**config.mk**
```make
export PLATFORM = sky130hd
export DESIGN_NAME = monitor_contador
export DESIGN_NICKNAME = d
export VERILOG_FILES = /design/src/rtl/contador_pkg.sv /design/src/rtl/decod_7seg.sv /design/src/rtl/monitor_contador.sv
export SDC_FILE = /design/constraint.sdc
export NUM_CORES = 1
export LEC_CHECK = 0
export CAP_MARGIN = 40
export CORE_MARGIN = 2
export CORE_UTILIZATION = 25
export DETAILED_ROUTE_END_ITERATION = 7
export PLACE_DENSITY_LB_ADDON = 0.12
export SLEW_MARGIN = 20
export SYNTH_ARGS = -nofsm -noshare
export SYNTH_HDL_FRONTEND = slang
export SYNTH_SLANG_ARGS = --single-unit
```
**constraint.sdc**
```tcl
create_clock -name clk -period 6.3 [get_ports clk]
set_input_delay 0.945 -clock clk [delete_from_list [all_inputs] [get_ports clk]]
set_output_delay 0.945 -clock clk [all_outputs]
set_load 0.02 [all_outputs]
```
**src/rtl/contador_pkg.sv**
```systemverilog
// Shared definitions for monitor_contador: FSM encoding, step constants,
// event bundle and the hex 7-segment table ({g..a}, active high).
package contador_pkg;

  localparam int unsigned CNT_W = 4;
  localparam int unsigned ERR_W = 8;
  localparam int unsigned SEG_W = 7;
  localparam int unsigned CONS_W = 4;

  typedef enum logic [1:0] {
    IDLE  = 2'd0,
    TRACK = 2'd1,
    FAULT = 2'd2
  } state_t;

  localparam logic [CNT_W-1:0] DELTA_UP = 4'h1;
  localparam logic [CNT_W-1:0] DELTA_DN = 4'hF;

  typedef struct packed {
    logic up;
    logic down;
    logic hold;
    logic wrap;
    logic err;
  } evt_t;

  // Index 15 first, index 0 last.
  localparam logic [15:0][SEG_W-1:0] SEG_TABLE = {
    7'h71, 7'h79, 7'h5E, 7'h39, 7'h7C, 7'h77, 7'h6F, 7'h7F,
    7'h07, 7'h7D, 7'h6D, 7'h66, 7'h4F, 7'h5B, 7'h06, 7'h3F
  };

endpackage

```
**src/rtl/decod_7seg.sv**
```systemverilog
// Combinational hex to 7-segment decoder ({g..a}, active high).
module decod_7seg
  import contador_pkg::*;
(
  input  logic [CNT_W-1:0] hex,
  output logic [SEG_W-1:0] seg_c
);

  // Table lookup of the current nibble.
  assign seg_c = SEG_TABLE[hex];

endmodule

```
**src/rtl/monitor_contador.sv**
```systemverilog
// Monitors a hex counter and classifies every step as up/down/hold/wrap/error.
// Optional macro SEG7_EN adds a registered 7-segment display of the last sample.
module monitor_contador
  import contador_pkg::*;
#(
  parameter int unsigned ERR_LIMIT = 3
) (
  input  logic             clk,
  input  logic             rst_n,
  input  logic [CNT_W-1:0] q_in,
  input  logic             sync,
  input  logic             clr,
  output logic             evt_up,
  output logic             evt_down,
  output logic             evt_hold,
  output logic             evt_wrap,
  output logic             evt_err,
  output logic             dir_out,
  output logic             fault,
  output logic [ERR_W-1:0] err_cnt,
  output logic [SEG_W-1:0] seg
);

  state_t              state_q, state_d;
  logic [CNT_W-1:0]    prev;
  logic [CNT_W-1:0]    delta;
  logic [CONS_W-1:0]   cons_q, cons_d, cons_inc;
  logic [ERR_W-1:0]    err_d;
  logic                dir_d;
  evt_t                evt_q, evt_d;

  assign delta    = q_in - prev;
  assign cons_inc = cons_q + 4'd1;

  // State register.
  always_ff @(posedge clk or negedge rst_n) begin
    if (!rst_n) state_q <= IDLE;
    else        state_q <= state_d;
  end

  // Next state, step classification and next values of the output registers.
  always_comb begin
    state_d = state_q;
    evt_d   = '0;
    cons_d  = cons_q;
    err_d   = err_cnt;
    dir_d   = dir_out;
    if (clr) begin
      state_d = IDLE;
      cons_d  = '0;
      err_d   = '0;
    end else if (sync) begin
      state_d = IDLE;
      cons_d  = '0;
    end else begin
      unique case (state_q)
        IDLE:  state_d = TRACK;
        TRACK: begin
          if (delta == 4'h0) begin
            evt_d.hold = 1'b1;
          end else if (prev == 4'h0 && q_in == 4'hF) begin
            evt_d.wrap = 1'b1;
            evt_d.down = 1'b1;
            dir_d      = 1'b1;
          end else if (delta == DELTA_UP && prev != 4'hF) begin
            evt_d.up = 1'b1;
            dir_d    = 1'b0;
          end else if (delta == DELTA_DN) begin
            evt_d.down = 1'b1;
            dir_d      = 1'b1;
          end else begin
            evt_d.err = 1'b1;
          end
          if (evt_d.err) begin
            if (err_cnt != 8'hFF) err_d = err_cnt + 8'd1;
            cons_d = cons_inc;
            if (cons_inc >= 4'(ERR_LIMIT)) state_d = FAULT;
          end else begin
            cons_d = '0;
          end
        end
        FAULT:   state_d = FAULT;
        default: state_d = IDLE;
      endcase
    end
  end

  // Output and datapath registers; prev follows q_in in every state.
  always_ff @(posedge clk or negedge rst_n) begin
    if (!rst_n) begin
      prev    <= '0;
      cons_q  <= '0;
      err_cnt <= '0;
      dir_out <= 1'b0;
      fault   <= 1'b0;
      evt_q   <= '0;
    end else begin
      prev    <= q_in;
      cons_q  <= cons_d;
      err_cnt <= err_d;
      dir_out <= dir_d;
      fault   <= (state_d == FAULT);
      evt_q   <= evt_d;
    end
  end

  assign evt_up   = evt_q.up;
  assign evt_down = evt_q.down;
  assign evt_hold = evt_q.hold;
  assign evt_wrap = evt_q.wrap;
  assign evt_err  = evt_q.err;

`ifdef SEG7_EN
  logic [SEG_W-1:0] seg_c;

  decod_7seg u_decod_7seg (
    .hex   (prev),
    .seg_c (seg_c)
  );

  // Display register, one cycle behind prev.
  always_ff @(posedge clk or negedge rst_n) begin
    if (!rst_n) seg <= '0;
    else        seg <= seg_c;
  end
`else
  assign seg = 7'b0000000;
`endif

endmodule

```
==> impl_metrics.prom <==
# TYPE chip_impl_metric gauge
chip_impl_metric{name="ys_seq_elements",unit=""} 25
chip_impl_metric{name="antenna_found_initial",unit=""} 0
chip_impl_info{name="synthMostInstantiatedCell",value="sky130_fd_sc_hd__dfrtp_1"} 1
chip_impl_info{name="endpoint_kind",value="register"} 1
chip_impl_metric{name="clkSlewWorstSetupHoldPaths",unit="ns"} 0.09
chip_impl_metric{name="grt_max_degree",unit=""} 26
chip_impl_info{name="hold_path.class",value="reg -> reg"} 1
chip_impl_metric{name="synth-async-reset-ratio",unit="%"} 100
chip_impl_info{name="tritoncts",value="yes"} 1
chip_impl_metric{name="power_per_cell_area",unit="nW/µm²"} 186
chip_impl_info{name="worstHoldStart",value="state_q[1]$_DFF_PN0_"} 1
chip_impl_metric{name="number_of_enable_flip_flop_cells_after_synthesis",unit=""} 0
chip_impl_metric{name="dpl.cell_count",unit=""} 233
chip_impl_metric{name="area_growth_syn_to_layout",unit="%"} 21.7
chip_impl_metric{name="cts-hold-fix-buffers",unit=""} 0
chip_impl_metric{name="worstPathBufferInverterCount",unit=""} 3
chip_impl_metric{name="cts_setup_buffers",unit=""} 0
chip_impl_metric{name="design.die.area",unit="µm²"} 6340
chip_impl_metric{name="drc_errors",unit=""} 0
chip_impl_info{name="timing.critical_path.from_type",value="input pin"} 1
chip_impl_metric{name="antenna_cells_inserted",unit=""} 0
chip_impl_metric{name="finalWorstPathRequiredPeriod",unit="ns"} 3.49
chip_impl_metric{name="floorplan.initialDensity",unit="%"} 26.0
chip_impl_metric{name="cts.repair.resized",unit=""} 0
chip_impl_metric{name="yosysWarnings",unit=""} 0
chip_impl_metric{name="report.final.slew_viol_count",unit=""} 0
chip_impl_metric{name="finalSetupViolCount",unit=""} 0
chip_impl_metric{name="worst_ep_arrival_time",unit="ns"} 3.64
chip_impl_metric{name="vias_per_inst",unit=""} 4.50
chip_impl_info{name="crit_family",value="simple AND/OR/NAND/NOR gates"} 1
chip_impl_metric{name="place_congestion",unit=""} 0.741
chip_impl_metric{name="clk-insertion-delay-late",unit="ns"} 0.26
chip_impl_info{name="startpoint",value="q_in[0]"} 1
chip_impl_metric{name="core",unit="µm²"} 5510
chip_impl_metric{name="ant_nets",unit=""} 0
chip_impl_info{name="grt_setup_unrepaired",value="false"} 1
chip_impl_metric{name="tightest_slew",unit="ns"} 0.503
chip_impl_info{name="synth_flop_cell",value="sky130_fd_sc_hd__dfrtp_1"} 1
chip_impl_metric{name="final.period_utilization",unit="%"} 55.3
chip_impl_metric{name="cts_made_buffers",unit=""} 3
chip_impl_metric{name="ctsHtreeMaxLevel",unit=""} 1
chip_impl_metric{name="clock_skew",unit="ns"} 0.00696
chip_impl_info{name="worstPathCellList",value="clkdlybuf4s50_1 -> inv_1 -> ha_1 -> inv_1 -> fa_1 -> or4_4 -> o211ai_4 -> nor2_1 -> mux2_2"} 1
chip_impl_metric{name="slew_headroom",unit="%"} 66.3
chip_impl_metric{name="core.rowCount",unit=""} 27
chip_impl_metric{name="syn_avg_cell_area",unit="µm²"} 10.0
chip_impl_metric{name="detailed_place.area",unit="µm²"} 1700
chip_impl_metric{name="yosysUniqueCellTypes",unit=""} 42
chip_impl_metric{name="vias_in_the_first_global_route",unit=""} 1018
chip_impl_metric{name="synth.top_cell.area_share",unit="%"} 43.7
chip_impl_metric{name="total_negative_setup_slack",unit="ns"} 0
chip_impl_metric{name="max_freq",unit="MHz"} 287
chip_impl_metric{name="postSynthCellCount",unit=""} 143
chip_impl_metric{name="post_synth_instance_area",unit="µm²"} 1430
chip_impl_info{name="slowest_cell_on_the_critical_path",value="sky130_fd_sc_hd__or4_4"} 1
chip_impl_metric{name="fin_nets",unit=""} 181
chip_impl_metric{name="finish.instance_area",unit="µm²"} 1740
chip_impl_metric{name="average_detailed_routed_wire_length_per_instance",unit="µm"} 11.9
chip_impl_metric{name="worst-r2r-setup-slack",unit="ns"} 3.62
chip_impl_metric{name="cap_viol_max_count",unit=""} 0
chip_impl_metric{name="die_y",unit="µm"} 79.6
chip_impl_info{name="crit-reg2reg-capture",value="err_cnt[0]$_DFFE_PN0P_"} 1
chip_impl_info{name="hold_end",value="state_q[0]$_DFF_PN0_"} 1
chip_impl_info{name="synth.top_cells.by_area",value="sky130_fd_sc_hd__dfrtp_1 (44%), sky130_fd_sc_hd__ha_1 (5.2%), sky130_fd_sc_hd__mux2_2 (3.9%)"} 1
chip_impl_info{name="crit_type",value="in -> reg"} 1
chip_impl_info{name="synth_largest_area_cell",value="sky130_fd_sc_hd__dfrtp_1"} 1
chip_impl_metric{name="clock-sinks",unit=""} 25
chip_impl_metric{name="drt_first_pass_iters",unit=""} 4
chip_impl_metric{name="total_routing_usage_reported_by_global_routing",unit="%"} 9.70
chip_impl_info{name="cts_root_buf",value="sky130_fd_sc_hd__clkbuf_8"} 1
chip_impl_metric{name="initialDrtViolationCount",unit=""} 38
chip_impl_metric{name="overflow",unit=""} 0
chip_impl_metric{name="worstPathMaxFanout",unit=""} 16
chip_impl_metric{name="total_number_of_vias",unit=""} 1067
chip_impl_metric{name="irDropWorstVdd",unit="mV"} 0.0703
chip_impl_metric{name="cp_data_required_time",unit="ns"} 6.46
chip_impl_info{name="synth_top_cells_by_count",value="sky130_fd_sc_hd__dfrtp_1 (25), sky130_fd_sc_hd__nor2_1 (15), sky130_fd_sc_hd__inv_1 (8), sky130_fd_sc_hd__nand2_1 (8), sky130_fd_sc_hd__nor2b_1 (8)"} 1
chip_impl_metric{name="port_buffers",unit=""} 22
chip_impl_metric{name="dieWidth",unit="µm"} 79.6
chip_impl_metric{name="final.fill_count",unit=""} 577
chip_impl_metric{name="finish.cell_count_without_fillers",unit=""} 237
chip_impl_info{name="worst_r2r_startpoint",value="prev[0]$_DFF_PN0_"} 1
chip_impl_metric{name="cts-root-to-sink-buffers",unit=""} 2
chip_impl_metric{name="r2r.worst_path.cells",unit=""} 7
chip_impl_metric{name="hold-worst-slack",unit="ns"} 0.461
chip_impl_metric{name="pin_count",unit=""} 30
chip_impl_metric{name="grt_pass1_wl",unit="µm"} 4900
chip_impl_metric{name="dp.final_hpwl",unit="µm"} 2160
chip_impl_metric{name="synth.yosys.seq_area_share",unit="%"} 43.7
chip_impl_metric{name="total_leakage_power",unit="nW"} 0.730
chip_impl_metric{name="detail_route.wirelength",unit="µm"} 2830
chip_impl_metric{name="cpPeakStageDelay",unit="ns"} 0.59
chip_impl_metric{name="worstHoldPathCells",unit=""} 1
chip_impl_metric{name="report.final.hold_viol_count",unit=""} 0
chip_impl_metric{name="drive_gt1_share",unit="%"} 10.9
chip_impl_info{name="run_status",value="finished, final reports clean"} 1
chip_impl_info{name="timing.critical_path.mode_cell",value="sky130_fd_sc_hd__inv_1"} 1
worst max path at each step:
stage	end	slack (ns)	depth (start not counted)
5_1_grt	err_cnt[0]$_DFFE_PN0P_	2.66	9
3_5_place_dp	err_cnt[0]$_DFFE_PN0P_	2.50	9
3_3_place_gp	err_cnt[0]$_DFFE_PN0P_	2.57	9
6_report	err_cnt[0]$_DFFE_PN0P_	2.81	9
4_1_cts	err_cnt[0]$_DFFE_PN0P_	2.80	9
2_1_floorplan	err_cnt[2]$_DFFE_PN0P_	3.24	9
worst reg2reg max path: stages, from the launching register on:
cell and delay [ns]:
sky130_fd_sc_hd__dfrtp_1 0.42, sky130_fd_sc_hd__ha_1 0.20, sky130_fd_sc_hd__inv_1 0.07, sky130_fd_sc_hd__fa_1 0.42, sky130_fd_sc_hd__or4_4 0.59, sky130_fd_sc_hd__o211ai_4 0.44
sky130_fd_sc_hd__nor2_1 0.16, sky130_fd_sc_hd__mux2_2 0.29
cells in the final DEF (no fill, tap or decap), drive strengths merged, types with 3 or more instances in the layout:
cell           Yosys  routed
clkbuf             3       4
nand2b             4       4
o31ai              3       3
nand2              8       8
inv                8       8
nand3              5       5
conb               1       7
ha                 6       6
nor2b              8       8
a21oi              5       5
mux2               6       6
nor3               7       7
nor2              15      15
and3               4       4
dfrtp             25      25
clkdlybuf4s50      0      22
cell families (layout without fill, tap and decap cells):
group,after synthesis,in the layout,share of synthesized area (%)
adder cells (fa/ha/maj),7,7,6.65
XOR/XNOR,3,3,1.84
AND/OR/NAND/NOR,61,61,23.2
multiplexers,7,7,5.69
buffers and inverters,19,35,7.35
flip-flops,25,25,43.7
AO/OA/AOI/OAI,20,20,11.3
other,1,7,0.262
layout make-up:
cell class / instances / area (µm²) / area share, %
inverters: 8 / 30.0 / 1.73
flip-flops and latches: 25 / 626 / 35.9
well taps: 72 / 90.1 / 5.18
clock buffers: 4 / 45.0 / 2.59
multi-input cells: 105 / 722 / 41.5
repair buffers: 23 / 228 / 13.1
registers in the layout, indices dropped and copies added (netlist names):
name      flops
prev          4
dir_out       1
evt_up        1
evt_hold      1
evt_wrap      1
evt_err       1
cons_q        4
evt_down      1
fault         1
err_cnt       8
state_q       2
where the power goes:
part,leakage (nW),internal [W],switching [W]
combinational,0.371,0.0000247,0.0000353
clock,0.0228,0.0000451,0.0000487
sequential,0.337,0.000166,0.00000384
total,0.730,0.000236,0.0000879
per-stage QoR:
step	setup WS, ns	total power, W	util, %
2_1_floorplan	3.24	0.000216	-
3_3_place_gp	2.57	0.000232	30.8
3_5_place_dp	2.50	0.000234	30.8
4_1_cts	2.80	0.000331	31.6
5_1_grt	2.66	0.000344	31.6
6_report	2.81	0.000324	31.6
per-layer routing:
layer	track usage, %	up-vias	wire, µm
met5	0	-	0
met4	3.10	0	25
met3	2.26	2	94
met2	15.8	17	1410
met1	12.7	522	1310
li1	-	526	-
(Power assumes the default switching activity.)
